--- src/rtl/tc_pkg.sv ---
// tc_pkg: shared definitions for the tc_timer register block and countdown FSM.
// Register offsets, CTRL bit positions, mode encodings, FSM state encoding and
// a byte-lane merge helper used by the store path.
package tc_pkg;

   // Word offsets (bridge address bits [3:2])
   localparam logic [1:0] TC_CTRL   = 2'b00;
   localparam logic [1:0] TC_PRESET = 2'b01;
   localparam logic [1:0] TC_COUNT  = 2'b10;

   // CTRL bit positions; only CTRL[3:0] is implemented
   localparam int unsigned CTRL_EN      = 0;
   localparam int unsigned CTRL_MODE_LO = 1;
   localparam int unsigned CTRL_MODE_HI = 2;
   localparam int unsigned CTRL_IM      = 3;
   localparam int unsigned CTRL_W       = 4;

   // Mode encodings; 2'b10 and 2'b11 fall back to one-shot behaviour
   localparam logic [1:0] MODE_ONESHOT = 2'b00;
   localparam logic [1:0] MODE_AUTO    = 2'b01;

   typedef enum logic [1:0] {
      ST_IDLE = 2'b00,
      ST_LOAD = 2'b01,
      ST_CNT  = 2'b10,
      ST_INT  = 2'b11
   } tc_state_e;

   // Replace each byte of old_val whose lane bit is set with the matching byte of new_val
   function automatic logic [31:0] merge_bytes(input logic [31:0] old_val,
                                               input logic [31:0] new_val,
                                               input logic [3:0]  lanes);
      logic [31:0] res;
      res = old_val;
      for (int unsigned i = 0; i < 4; i++) begin
         if (lanes[i]) res[8*i +: 8] = new_val[8*i +: 8];
      end
      return res;
   endfunction

endpackage

--- src/rtl/tc_timer.sv ---
// tc_timer: memory-mapped countdown timer (CTRL / PRESET / COUNT) with
// one-shot and auto-reload modes and a registered, maskable interrupt.
// Build option: define TC_BYTE_WRITE_EN to allow per-byte-lane stores;
// otherwise only full-word stores (be = 4'b1111) are applied.
module tc_timer
   import tc_pkg::*;
#(
   parameter logic [31:0] RST_PRESET = 32'd0
) (
   input  logic        clk,
   input  logic        reset_n,
   input  logic [1:0]  addr,
   input  logic        we,
   input  logic [3:0]  be,
   input  logic [31:0] wdata,
   output logic [31:0] rdata,
   output logic        irq
);

   logic [CTRL_W-1:0] ctrl_q;
   logic [CTRL_W-1:0] ctrl_d;
   logic [31:0]       preset_q;
   logic [31:0]       count_q;
   tc_state_e         state_q;
   tc_state_e         state_d;
   logic              irq_flag;
   logic              flag_pulse;
   logic              wr_accept;
   logic              ctrl_wr;
   logic              preset_wr;
   logic              mode_auto;
   logic              do_load;
   logic              do_step;
   logic              at_int;

   // Store acceptance: byte-lane mode takes any non-empty store, word mode needs all lanes
   always_comb begin
`ifdef TC_BYTE_WRITE_EN
      wr_accept = we && (be != 4'b0000);
`else
      wr_accept = we && (be == 4'b1111);
`endif
      ctrl_wr   = wr_accept && (addr == TC_CTRL);
      preset_wr = wr_accept && (addr == TC_PRESET);
      mode_auto = (ctrl_q[CTRL_MODE_HI:CTRL_MODE_LO] == MODE_AUTO);
   end

   // Next CTRL value; the FSM sees this value so a write acts on the same edge.
   // A bus write overrides the one-shot auto-clear of en at INT.
   always_comb begin
      ctrl_d = ctrl_q;
      if (at_int && !mode_auto) ctrl_d[CTRL_EN] = 1'b0;
      if (ctrl_wr && be[0]) ctrl_d = wdata[CTRL_W-1:0];
   end

   // CTRL and PRESET registers
   always_ff @(posedge clk or negedge reset_n) begin
      if (!reset_n) begin
         ctrl_q   <= '0;
         preset_q <= RST_PRESET;
      end else begin
         ctrl_q <= ctrl_d;
         if (preset_wr) preset_q <= merge_bytes(preset_q, wdata, be);
      end
   end

   // FSM state register
   always_ff @(posedge clk or negedge reset_n) begin
      if (!reset_n) state_q <= ST_IDLE;
      else          state_q <= state_d;
   end

   // FSM next-state logic
   always_comb begin
      state_d = state_q;
      unique case (state_q)
         ST_IDLE: if (ctrl_d[CTRL_EN]) state_d = ST_LOAD;
         ST_LOAD: state_d = ST_CNT;
         ST_CNT: begin
            if (!ctrl_d[CTRL_EN])        state_d = ST_IDLE;
            else if (count_q <= 32'd1)   state_d = ST_INT;
         end
         ST_INT:  state_d = ST_IDLE;
         default: state_d = ST_IDLE;
      endcase
   end

   // FSM outputs and read-data mux
   always_comb begin
      do_load = (state_q == ST_LOAD);
      do_step = (state_q == ST_CNT) && ctrl_d[CTRL_EN];
      at_int  = (state_q == ST_INT);
      rdata   = '0;
      case (addr)
         TC_CTRL:   rdata = {{(32-CTRL_W){1'b0}}, ctrl_q};
         TC_PRESET: rdata = preset_q;
         TC_COUNT:  rdata = count_q;
         default:   rdata = '0;
      endcase
   end

   // COUNT: load from PRESET, then count down and saturate at zero
   always_ff @(posedge clk or negedge reset_n) begin
      if (!reset_n) begin
         count_q <= '0;
      end else if (do_load) begin
         count_q <= preset_q;
      end else if (do_step) begin
         count_q <= (count_q > 32'd1) ? count_q - 32'd1 : '0;
      end
   end

   // Interrupt flag: sticky in one-shot until a CTRL write, single cycle in auto-reload
   always_ff @(posedge clk or negedge reset_n) begin
      if (!reset_n) begin
         irq_flag   <= 1'b0;
         flag_pulse <= 1'b0;
      end else if (at_int) begin
         irq_flag   <= 1'b1;
         flag_pulse <= mode_auto;
      end else if (ctrl_wr || flag_pulse) begin
         irq_flag   <= 1'b0;
         flag_pulse <= 1'b0;
      end
   end

   // Registered, masked interrupt output
   always_ff @(posedge clk or negedge reset_n) begin
      if (!reset_n) irq <= 1'b0;
      else          irq <= irq_flag & ctrl_q[CTRL_IM];
   end

endmodule

--- config.mk ---
export PLATFORM = sky130hd
export DESIGN_NAME = tc_timer
export DESIGN_NICKNAME = d
export VERILOG_FILES = /design/src/rtl/tc_pkg.sv /design/src/rtl/tc_timer.sv
export SDC_FILE = /design/constraint.sdc
export NUM_CORES = 1
export LEC_CHECK = 0
export ABC_AREA = 1
export BUFFER_PORTS_ARGS = -buffer_cell sky130_fd_sc_hd__buf_2
export CAP_MARGIN = 20
export CORE_MARGIN = 2
export CORE_UTILIZATION = 25
export DETAILED_ROUTE_END_ITERATION = 8
export PLACE_DENSITY = 0.39
export SKIP_CTS_REPAIR_TIMING = 1
export SLEW_MARGIN = 40
export SYNTH_ARGS = -nofsm -noshare
export SYNTH_HDL_FRONTEND = slang
export SYNTH_SLANG_ARGS = --single-unit
--- constraint.sdc ---
create_clock -name clk -period 2.75 [get_ports clk]
set_input_delay 0.55 -clock clk [delete_from_list [all_inputs] [get_ports clk]]
set_output_delay 0.55 -clock clk [all_outputs]
set_load 0.03 [all_outputs]
==> flow_summary_export.csv <==
group,metric,value,unit
synthesis,synth_top_family_by_area,"simple AND/OR/NAND/NOR gates",
cells_and_area,fin_util,30.8,%
setup_path,startpoint_type,"input port",
synthesis,synth_area,4420,um2
clocking,cts.clk_slew.worst_paths,0.05,ns
floorplan,die_w,137,um
setup_path,worst-r2r-cell-count,11,
power_and_ir_drop,p_leak,2.76,nW
route,wl,13300,um
route,drc_errors,0,
grt,grtUsageMet2,24.1,%
grt,grt_pass1_vias,4076,
route,wl_per_cell,14.5,um
setup_path,r2r_start,"count_q[0]",
timing,grt_setup_unrepaired,"false",
clocking,cts.sinks,73,
power_and_ir_drop,pwr-share-seq,31.9,%
clocking,cts_buffer_depth,2,
grt,use_met1,20.3,%
synthesis,ys_ff_latch,73,
setup_path,ff2ff_setup_slack,0.76,ns
route,vias_per_cell,4.44,
timing,hold_viol,0,
route,num_vias,4089,
timing,skew,0.00723,ns
grt,overflow,0,
setup_path,endpoint_kind,"output pin",
grt,grt_max_degree,40,
power_and_ir_drop,switching_share,47.4,%
cells_and_area,finalInstanceArea,5320,um2
cells_and_area,drive_above_1_share,18.6,%
timing,period_share,79.9,%
floorplan,core_area,17300,um2
route,first_pass_iters,4,
place,dpl.hpwl,9820,um
synthesis,synth_nets,659,
flow_run,max_cap_violations,0,
synthesis,netlist_instances,616,
setup_path,required,2.20,ns
cells_and_area,insertedDiodeCount,0,
grt,grt_pass1_wl,21500,um
grt,grt_use_total,15.1,%
floorplan,die_area,18800,um2
floorplan,rows,48,
power_and_ir_drop,p_per_area,975,nW/um2
timing,fin_hold_ws,0.176,ns
power_and_ir_drop,clkPwrFrac,20.4,%
clocking,clk_latency,0.34,ns
outcome,status,"finished clean",
timing,slew_viol_final,0,
synthesis,synth_mux_area_share,7.13,%
cells_and_area,fill_cells,1943,
clocking,cts_buffers,9,
place,globalplace.congestion,0.865,
timing,worst_pin_slew,0.520,ns
clocking,cts_root_buf,"clkbuf_16",
synthesis,yosys.area_share.xor_xnor,2.58,%
power_and_ir_drop,intPower,2.73,mW
power_and_ir_drop,peakVddDrop,400,uV
clocking,cts_tree,"built",
route,ant_nets,0,
timing,fin_crit,2.20,ns
place,port_buffers,73,
grt,grt-busiest-layer,"met2",
synthesis,synth_fa_ha_area_share,0.566,%
cells_and_area,fin_cells,920,
route,drt-initial-drc-count,193,
cells_and_area,layout_commonest_cell,"nand2_1",
setup_path,arrival,1.65,ns
synthesis,ys_warn_count,0,
place,place_area,5070,um2
power_and_ir_drop,p_switching,2.46,mW
floorplan,die_h,137,um
timing,final-setup-viol-count,0,
synthesis,synth-simple-area-share,34.4,%
grt,gr-usage-met3,2.33,%
cells_and_area,syn_to_final_growth,20.4,%
timing,tns,0,ns
place,dpl.cell_count,904,
grt,antenna_found_initial,0,
floorplan,initial_core_util,25.6,%
synthesis,synth_compound_area_share,5.89,%
synthesis,seq_area_frac_synth,41.3,%
hold_path,hold_path_class,"input port to async pin",
synthesis,postSynthAreaPerCell,7.18,um2
power_and_ir_drop,p_comb_share,47.7,%
floorplan,ios,74,
synthesis,synth.distinct_cells,22,
timing,slew_headroom,65.3,%
clocking,h-tree-depth,3,
setup_path,worstSetupPathType,"input port to output pin",
setup_path,r2r-end,"count_q[26]",
cells_and_area,layout_common_cells,"222 x nand2_1, 73 x dfrtp_1, 72 x buf_2, 71 x inv_1, 63 x nor2_1",
timing,clock.fmax,455,MHz
cells_and_area,final_nets,733,
setup_path,worstPathMaxFanout,30,
==> cell usage after synthesis (all sizes together) <==
cell type	instances	area, um2
a21oi	2	10.0
and2	1	6.26
buf	9	56.3
clkbuf	9	33.8
dfrtp	73	1830
ha	2	25.0
inv	71	267
mux2	28	315
nand2	224	846
nand3	58	328
nand4	7	43.8
nor2	71	299
o211ai	4	30.0
o21ai	44	220
xor2	13	114
==> critical path, stage by stage <==
cell and delay (ns):
buf_2 0.12, inv_1 0.11, nand2_1 0.06, buf_4 0.23, o21ai_0 0.30, buf_2 0.26
==> per-layer routing <==
| metal | wire length (um) | part of all wire [%] | vias up |
|---|---|---|---|
| li1 | - | - | 2094 |
| met1 | 6460 | 49 | 1920 |
| met2 | 6220 | 47 | 61 |
| met3 | 402 | 3.0 | 14 |
| met4 | 218 | 1.6 | 0 |
| met5 | 0 | 0 | - |
==> sequential cells by signal (all words and copies together), names as in the netlist <==
register and flops:
count_q 32, preset_q 32, ctrl_q 4, state_q 2
flag_pulse 1, irq 1, irq_flag 1
==> area by class of cell <==
| class | count | area [um2] | area share, % |
|---|---|---|---|
| clock inverters | 4 | 20.0 | 0.376 |
| inverters | 71 | 267 | 5.01 |
| flip-flops and latches | 73 | 1830 | 34.3 |
| well taps | 225 | 282 | 5.29 |
| clock buffers | 12 | 236 | 4.44 |
| repair buffers | 81 | 453 | 8.51 |
| multi-input cells | 454 | 2240 | 42.1 |
==> per-stage QoR <==
stage / total power [mW] / worst slack [ns]
finish: 5.19 / 0.552
detailed placement: 4.18 / 0.461
global route: 5.70 / 0.428
CTS: 5.27 / 0.533
floorplan: 3.40 / 0.607
global placement: 4.16 / 0.511
==> power by group through the flow <==
stage | Clock [mW] | Combinational (mW) | Sequential [mW]
4_1_cts | 1.10 | 2.52 | 1.65
6_report | 1.06 | 2.48 | 1.66
2_1_floorplan | 0 | 1.83 | 1.57
3_5_place_dp | 0 | 2.51 | 1.67
5_1_grt | 1.15 | 2.85 | 1.70
3_3_place_gp | 0 | 2.49 | 1.67
==> cell families (layout without fill, tap and decap cells) <==
kind of cell / after synthesis / after routing
flip-flops: 73 / 73
AND/OR/NAND/NOR: 361 / 361
AO/OA/AOI/OAI: 50 / 50
multiplexers: 28 / 28
buffers and inverters: 89 / 168
adder cells (fa/ha/maj): 2 / 2
XOR/XNOR: 13 / 13
==> worst max path at each step <==
stage          startpoint      endpoint  slack, ns  cells after the start
2_1_floorplan     addr[0]     rdata[13]       0.61                      4
3_3_place_gp      addr[0]  preset_q[14]       0.51                      6
3_5_place_dp      addr[0]  preset_q[14]       0.46                      6
4_1_cts           addr[0]     rdata[17]       0.53                      6
5_1_grt           addr[0]     rdata[17]       0.43                      6
6_report          addr[0]     rdata[17]       0.55                      6
No activity file was read; power rests on OpenSTA's default activity.
